### src/rtl/issue_queue_allocator.sv
// issue_queue_allocator: circular free-list FIFO handing out issue-queue entries to dispatch lanes
module issue_queue_allocator #(
  parameter int ENTRY_NUM = 16,
  parameter int ALLOC_WIDTH = 2,
  parameter int RELEASE_WIDTH = 2,
  localparam int IW = $clog2(ENTRY_NUM),
  localparam int CW = IW + 1
) (
  input  logic                              clk,
  input  logic                              rst,
  input  logic                              flush,
  input  logic                              stall,
  input  logic [ALLOC_WIDTH-1:0]            allocReq,
  output logic                              allocOK,
  output logic [ALLOC_WIDTH-1:0][IW-1:0]    allocPtr,
  input  logic [RELEASE_WIDTH-1:0]          releaseReq,
  input  logic [RELEASE_WIDTH-1:0][IW-1:0]  releasePtr,
  output logic [CW-1:0]                     freeCount,
  output logic                              full,
  output logic                              releaseError
);
  logic [IW-1:0] fifo [ENTRY_NUM];
  logic [IW-1:0] head, tail;
  logic [CW-1:0] n_req, n_rel;
  logic [IW-1:0] rel_idx [RELEASE_WIDTH];
  logic [CW:0]   rel_sum;
  logic          ovf;
  // compacted lane ranks select consecutive free entries starting at head
  always_comb begin
    n_req = '0;
    allocPtr = '0;
    for (int i = 0; i < ALLOC_WIDTH; i++) begin
      allocPtr[i] = fifo[head + n_req[IW-1:0]];
      n_req = n_req + CW'(allocReq[i]);
    end
  end
  // released entries are appended at tail in lane order
  always_comb begin
    n_rel = '0;
    for (int i = 0; i < RELEASE_WIDTH; i++) begin
      rel_idx[i] = tail + n_rel[IW-1:0];
      n_rel = n_rel + CW'(releaseReq[i]);
    end
  end
  assign allocOK = !stall && !flush && (n_req <= freeCount);
  assign rel_sum = {1'b0, freeCount} + {1'b0, n_rel};
  assign ovf = rel_sum > (CW+1)'(ENTRY_NUM);
  assign full = freeCount == '0;
  // free-list state; reset and flush both restore the identity list
  always_ff @(posedge clk or posedge rst) begin
    if (rst) begin
      head <= '0;
      tail <= '0;
      freeCount <= CW'(ENTRY_NUM);
      releaseError <= 1'b0;
      for (int k = 0; k < ENTRY_NUM; k++) fifo[k] <= IW'(k);
    end else if (flush) begin
      head <= '0;
      tail <= '0;
      freeCount <= CW'(ENTRY_NUM);
      releaseError <= 1'b0;
      for (int k = 0; k < ENTRY_NUM; k++) fifo[k] <= IW'(k);
    end else begin
      if (allocOK) head <= head + n_req[IW-1:0];
      if (ovf) releaseError <= 1'b1;
      else begin
        tail <= tail + n_rel[IW-1:0];
        for (int i = 0; i < RELEASE_WIDTH; i++)
          if (releaseReq[i]) fifo[rel_idx[i]] <= releasePtr[i];
      end
      freeCount <= freeCount - (allocOK ? n_req : '0) + (ovf ? '0 : n_rel);
    end
  end
endmodule
### config.mk
export PLATFORM = sky130hd
export DESIGN_NAME = issue_queue_allocator
export DESIGN_NICKNAME = d
export VERILOG_FILES = /design/src/rtl/issue_queue_allocator.sv
export SDC_FILE = /design/constraint.sdc
export NUM_CORES = 1
export LEC_CHECK = 0
export ABC_AREA = 1
export CORE_MARGIN = 1.5
export CORE_UTILIZATION = 53
export DETAILED_ROUTE_END_ITERATION = 6
export PLACE_DENSITY = 0.71
export SETUP_SLACK_MARGIN = 0.05
export SKIP_CTS_REPAIR_TIMING = 1
export SYNTH_ARGS = -nofsm -noshare
export SYNTH_HDL_FRONTEND = slang
export SYNTH_SLANG_ARGS = --single-unit
### constraint.sdc
create_clock -name clk -period 3.8 [get_ports clk]
set_input_delay 0.76 -clock clk [delete_from_list [all_inputs] [get_ports clk]]
set_output_delay 0.76 -clock clk [all_outputs]
set_load 0.1 [all_outputs]
==> impl_metrics.sql <==
INSERT INTO impl_metrics (metric_group, metric, value, unit) VALUES
('run_status', 'result_of_the_run', 'completed', ''),
('worst_setup_path', 'worstPathRequired', '3.04', 'ns'),
('logic_synthesis', 'synthesis_warning_total', '0', ''),
('sta', 'finalWorstPathRequiredPeriod', '3.59', 'ns'),
('drt', 'routedWlPerCell', '18.6', 'um'),
('sta', 'worstMarginPinSlew', '0.968', 'ns'),
('drt', 'antenna_left', '0', ''),
('power_and_ir_drop', 'irDropWorstVdd', '0.929', 'mV'),
('floorplan', 'die_area', '13800', 'um2'),
('clock_network', 'cts_htree_levels', '3', ''),
('sta', 'hold_viol', '0', ''),
('placement', 'dp.final_hpwl', '16800', 'um'),
('logic_synthesis', 'yosys-top-cells-area', 'sky130_fd_sc_hd__nand2_1, sky130_fd_sc_hd__dfrtp_1, sky130_fd_sc_hd__dfstp_2', ''),
('sta', 'final.period_utilization', '0.945', ''),
('sta', 'fmax', '278', 'MHz'),
('sta', 'timing.final.max_slew_violations', '0', ''),
('logic_synthesis', 'netlist_instances', '1114', ''),
('drt', 'initialDrtViolationCount', '1264', ''),
('floorplan', 'die_x', '118', 'um'),
('drt', 'route.final.wire_length', '24200', 'um'),
('logic_synthesis', 'postSynthAreaPerCell', '6.25', 'um2'),
('sta', 'fin_worst_skew', '0.0105', 'ns'),
('power_and_ir_drop', 'power_per_cell_area', '773', 'nW/um2'),
('worst_setup_path', 'end_kind', 'output pin', ''),
('global_routing', 'antenna_found_initial', '0', ''),
('clock_network', 'cts.clk_slew.worst_paths', '0.06', 'ns'),
('logic_synthesis', 'yosys_register_bits', '78', ''),
('logic_synthesis', 'synth_largest_type_area_fraction', '0.198', ''),
('global_routing', 'maximum_number_of_pins_on_one_net_before_global_route_repair', '60', ''),
('logic_synthesis', 'synth_area', '6970', 'um2'),
('clock_network', 'number_of_buffers_on_the_longest_clock_path', '2', ''),
('placement', 'placed_area', '7630', 'um2'),
('global_routing', 'globalRouteOverflowTotal', '0', ''),
('layout', 'synthToLayoutAreaGrowth', '14.6', '%'),
('power_and_ir_drop', 'total_leakage_power', '3.90', 'nW'),
('layout', 'insertedDiodeCount', '0', ''),
('layout', 'nNetsFinal', '1166', ''),
('drt', 'dr_total_vias', '7869', ''),
('sta', 'relSlewSlack', '0.352', ''),
('sta', 'setup-violations-final', '0', ''),
('logic_synthesis', 'synth.net_count', '1156', ''),
('global_routing', 'gr-usage-all-layers', '0.350', ''),
('floorplan', 'dieHeight', '118', 'um'),
('floorplan', 'initial_core_util', '0.548', ''),
('min_path', 'min-delay-path-class', 'register to register', ''),
('worst_setup_path', 'setup.worst_path.class', 'primary input to output pin', ''),
('clock_network', 'insertion_delay', '0.36', 'ns'),
('floorplan', 'design.portCount', '32', ''),
('logic_synthesis', 'post_synth_num_cell_types', '36', ''),
('global_routing', 'first_global_vias', '6935', ''),
('layout', 'layout_cell_area_excl_fill', '7980', 'um2'),
('floorplan', 'fp-row-count', '41', ''),
('global_routing', 'grt_first_pass_wirelength', '37900', 'um'),
('placement', 'portBuffers', '31', ''),
('drt', 'drcViolationCount', '0', ''),
('logic_synthesis', 'synth_top_cell_by_area', 'sky130_fd_sc_hd__nand2_1', ''),
('sta', 'grt_setup_unrepaired', 'yes', ''),
('placement', 'dp_cells', '1285', ''),
('worst_setup_path', 'cp_max_fo', '12', ''),
('power_and_ir_drop', 'post-layout-total-power', '6.17', 'mW'),
('clock_network', 'clock_sink_count', '78', ''),
('layout', 'final_layout_size_suffix_gt1_frac', '0.116', ''),
('sta', 'final.setup.worst_slack', '0.208', 'ns'),
('worst_setup_path', 'startpoint_type', 'primary input', ''),
('placement', 'gp_routability_congestion', '1.01', ''),
('placement', 'pre_cts_ws', '-0.336', 'ns'),
('logic_synthesis', 'fraction_of_the_yosys_area_taken_by_sequential_cells', '0.286', ''),
('clock_network', 'ctsRootBufferMaster', 'sky130_fd_sc_hd__clkbuf_16', ''),
('clock_network', 'cts_tree', 'done', ''),
('worst_setup_path', 'crit_path_arrival_time', '2.83', 'ns'),
('drt', 'detailedRoute.firstPassIterationCount', '7', ''),
('layout', 'fin_cells', '1301', ''),
('clock_network', 'cts_made_buffers', '9', ''),
('drt', 'drt-vias-per-instance', '6.05', ''),
('floorplan', 'core_area', '12700', 'um2'),
('run', 'drv.max_cap_violation_count', '0', '');
-- routing by layer --
layer	track usage	share of wire	vias to the layer above
li1	-	-	3748
met1	0.503	0.42	3521
met2	0.490	0.41	527
met3	0.110	0.14	71
met4	0.131	0.030	2
met5	0	0.00045	-
-- stage by stage --
stage	hold slack [ns]	TNS, ns	utilization
floorplan	0.464	0	-
global placement	0.476	-0.668	0.600
detailed placement	0.485	-0.716	0.600
CTS	0.496	0	0.625
global route	0.506	0	0.628
finish	0.492	0	0.628
-- state kept, by name (all words and copies together), names as in the netlist --
name and cells:
tail 4, freeCount 5, head 4, releaseError 1, fifo 64
-- critical path: stages --
cell                              delay [ns]
sky130_fd_sc_hd__clkdlybuf4s50_1        0.42
sky130_fd_sc_hd__buf_4                  0.15
sky130_fd_sc_hd__ha_2                   0.20
sky130_fd_sc_hd__ha_4                   0.28
sky130_fd_sc_hd__inv_1                  0.04
sky130_fd_sc_hd__buf_4                  0.17
sky130_fd_sc_hd__a21oi_1                0.12
sky130_fd_sc_hd__o21ai_0                0.11
sky130_fd_sc_hd__o211ai_1               0.12
sky130_fd_sc_hd__o211ai_1               0.12
sky130_fd_sc_hd__nand2_1                0.15
sky130_fd_sc_hd__buf_12                 0.18
-- cell type report --
class                      count  area [um2]
clock inverter                 6        85.1
tap                          172         215
sequential                    78        2000
fill                        1246        4740
multi-input combinational    890        4410
inverter                      79         300
timing repair buffer          66         741
clock buffer                  10         239
-- synth_stat cells, drive strengths merged --
library cell,number
nand2,378
o21ai,176
nand3,107
inv,77
nor2,68
a21oi,57
dfrtp,45
clkbuf,39
nand4,39
dfstp,33
buf,28
ha,24
o211ai,18
xor2,5
nor3,4
o22ai,3
xnor2,3
and2,2
clkinv,2
fa,2
a31oi,1
nand3b,1
o21bai,1
o221ai,1
-- kinds of logic (layout without fill, tap and decap cells) --
family,Yosys count,after routing,share of synthesized area
compound gates,257,257,0.193
xor+xnor,8,8,0.0128
fa+ha+maj,26,26,0.0489
buf+inv,146,161,0.0871
flops,78,78,0.286
simple gates,599,599,0.372
-- placed cells by master, fill, tap and decap left out, types with 5 or more instances in the layout --
master                            netlist  routed
sky130_fd_sc_hd__dfrtp_1               45      43
sky130_fd_sc_hd__o21ai_0              163     160
sky130_fd_sc_hd__nand4_1               39      39
sky130_fd_sc_hd__nor2_1                60      60
sky130_fd_sc_hd__dfstp_2               33      33
sky130_fd_sc_hd__nand2_2               10      11
sky130_fd_sc_hd__buf_4                  4      30
sky130_fd_sc_hd__o211ai_1              18      18
sky130_fd_sc_hd__a21oi_1               57      56
sky130_fd_sc_hd__o21ai_1               13      16
sky130_fd_sc_hd__clkdlybuf4s50_1        0      19
sky130_fd_sc_hd__ha_1                  24      20
sky130_fd_sc_hd__xor2_1                 5       5
sky130_fd_sc_hd__nand3_1              104     104
sky130_fd_sc_hd__buf_12                 0      15
sky130_fd_sc_hd__inv_1                 74      71
sky130_fd_sc_hd__nand2_1              367     366
sky130_fd_sc_hd__clkbuf_16              0       9
-- power by group --
group / switching (mW) / internal [mW]
clock network: 0.375 / 0.591
logic: 2.51 / 1.20
registers: 0.310 / 1.19
-- worst paths after layout --
path | depth (start not counted) | end | startpoint | slack [ns]
max in group asynchronous | 3 | fifo[17] | rst | 2.23
min in group asynchronous | 2 | fifo[9] | rst | 0.75
setup reg to reg | 21 | freeCount[4] | freeCount[1] | 0.58
hold / removal | 2 | fifo[38] | fifo[38] | 0.49
setup / recovery | 12 | allocPtr[5] | allocReq[0] | 0.21
hold reg to reg | 2 | fifo[38] | fifo[38] | 0.49
(Power assumes the default switching activity.)
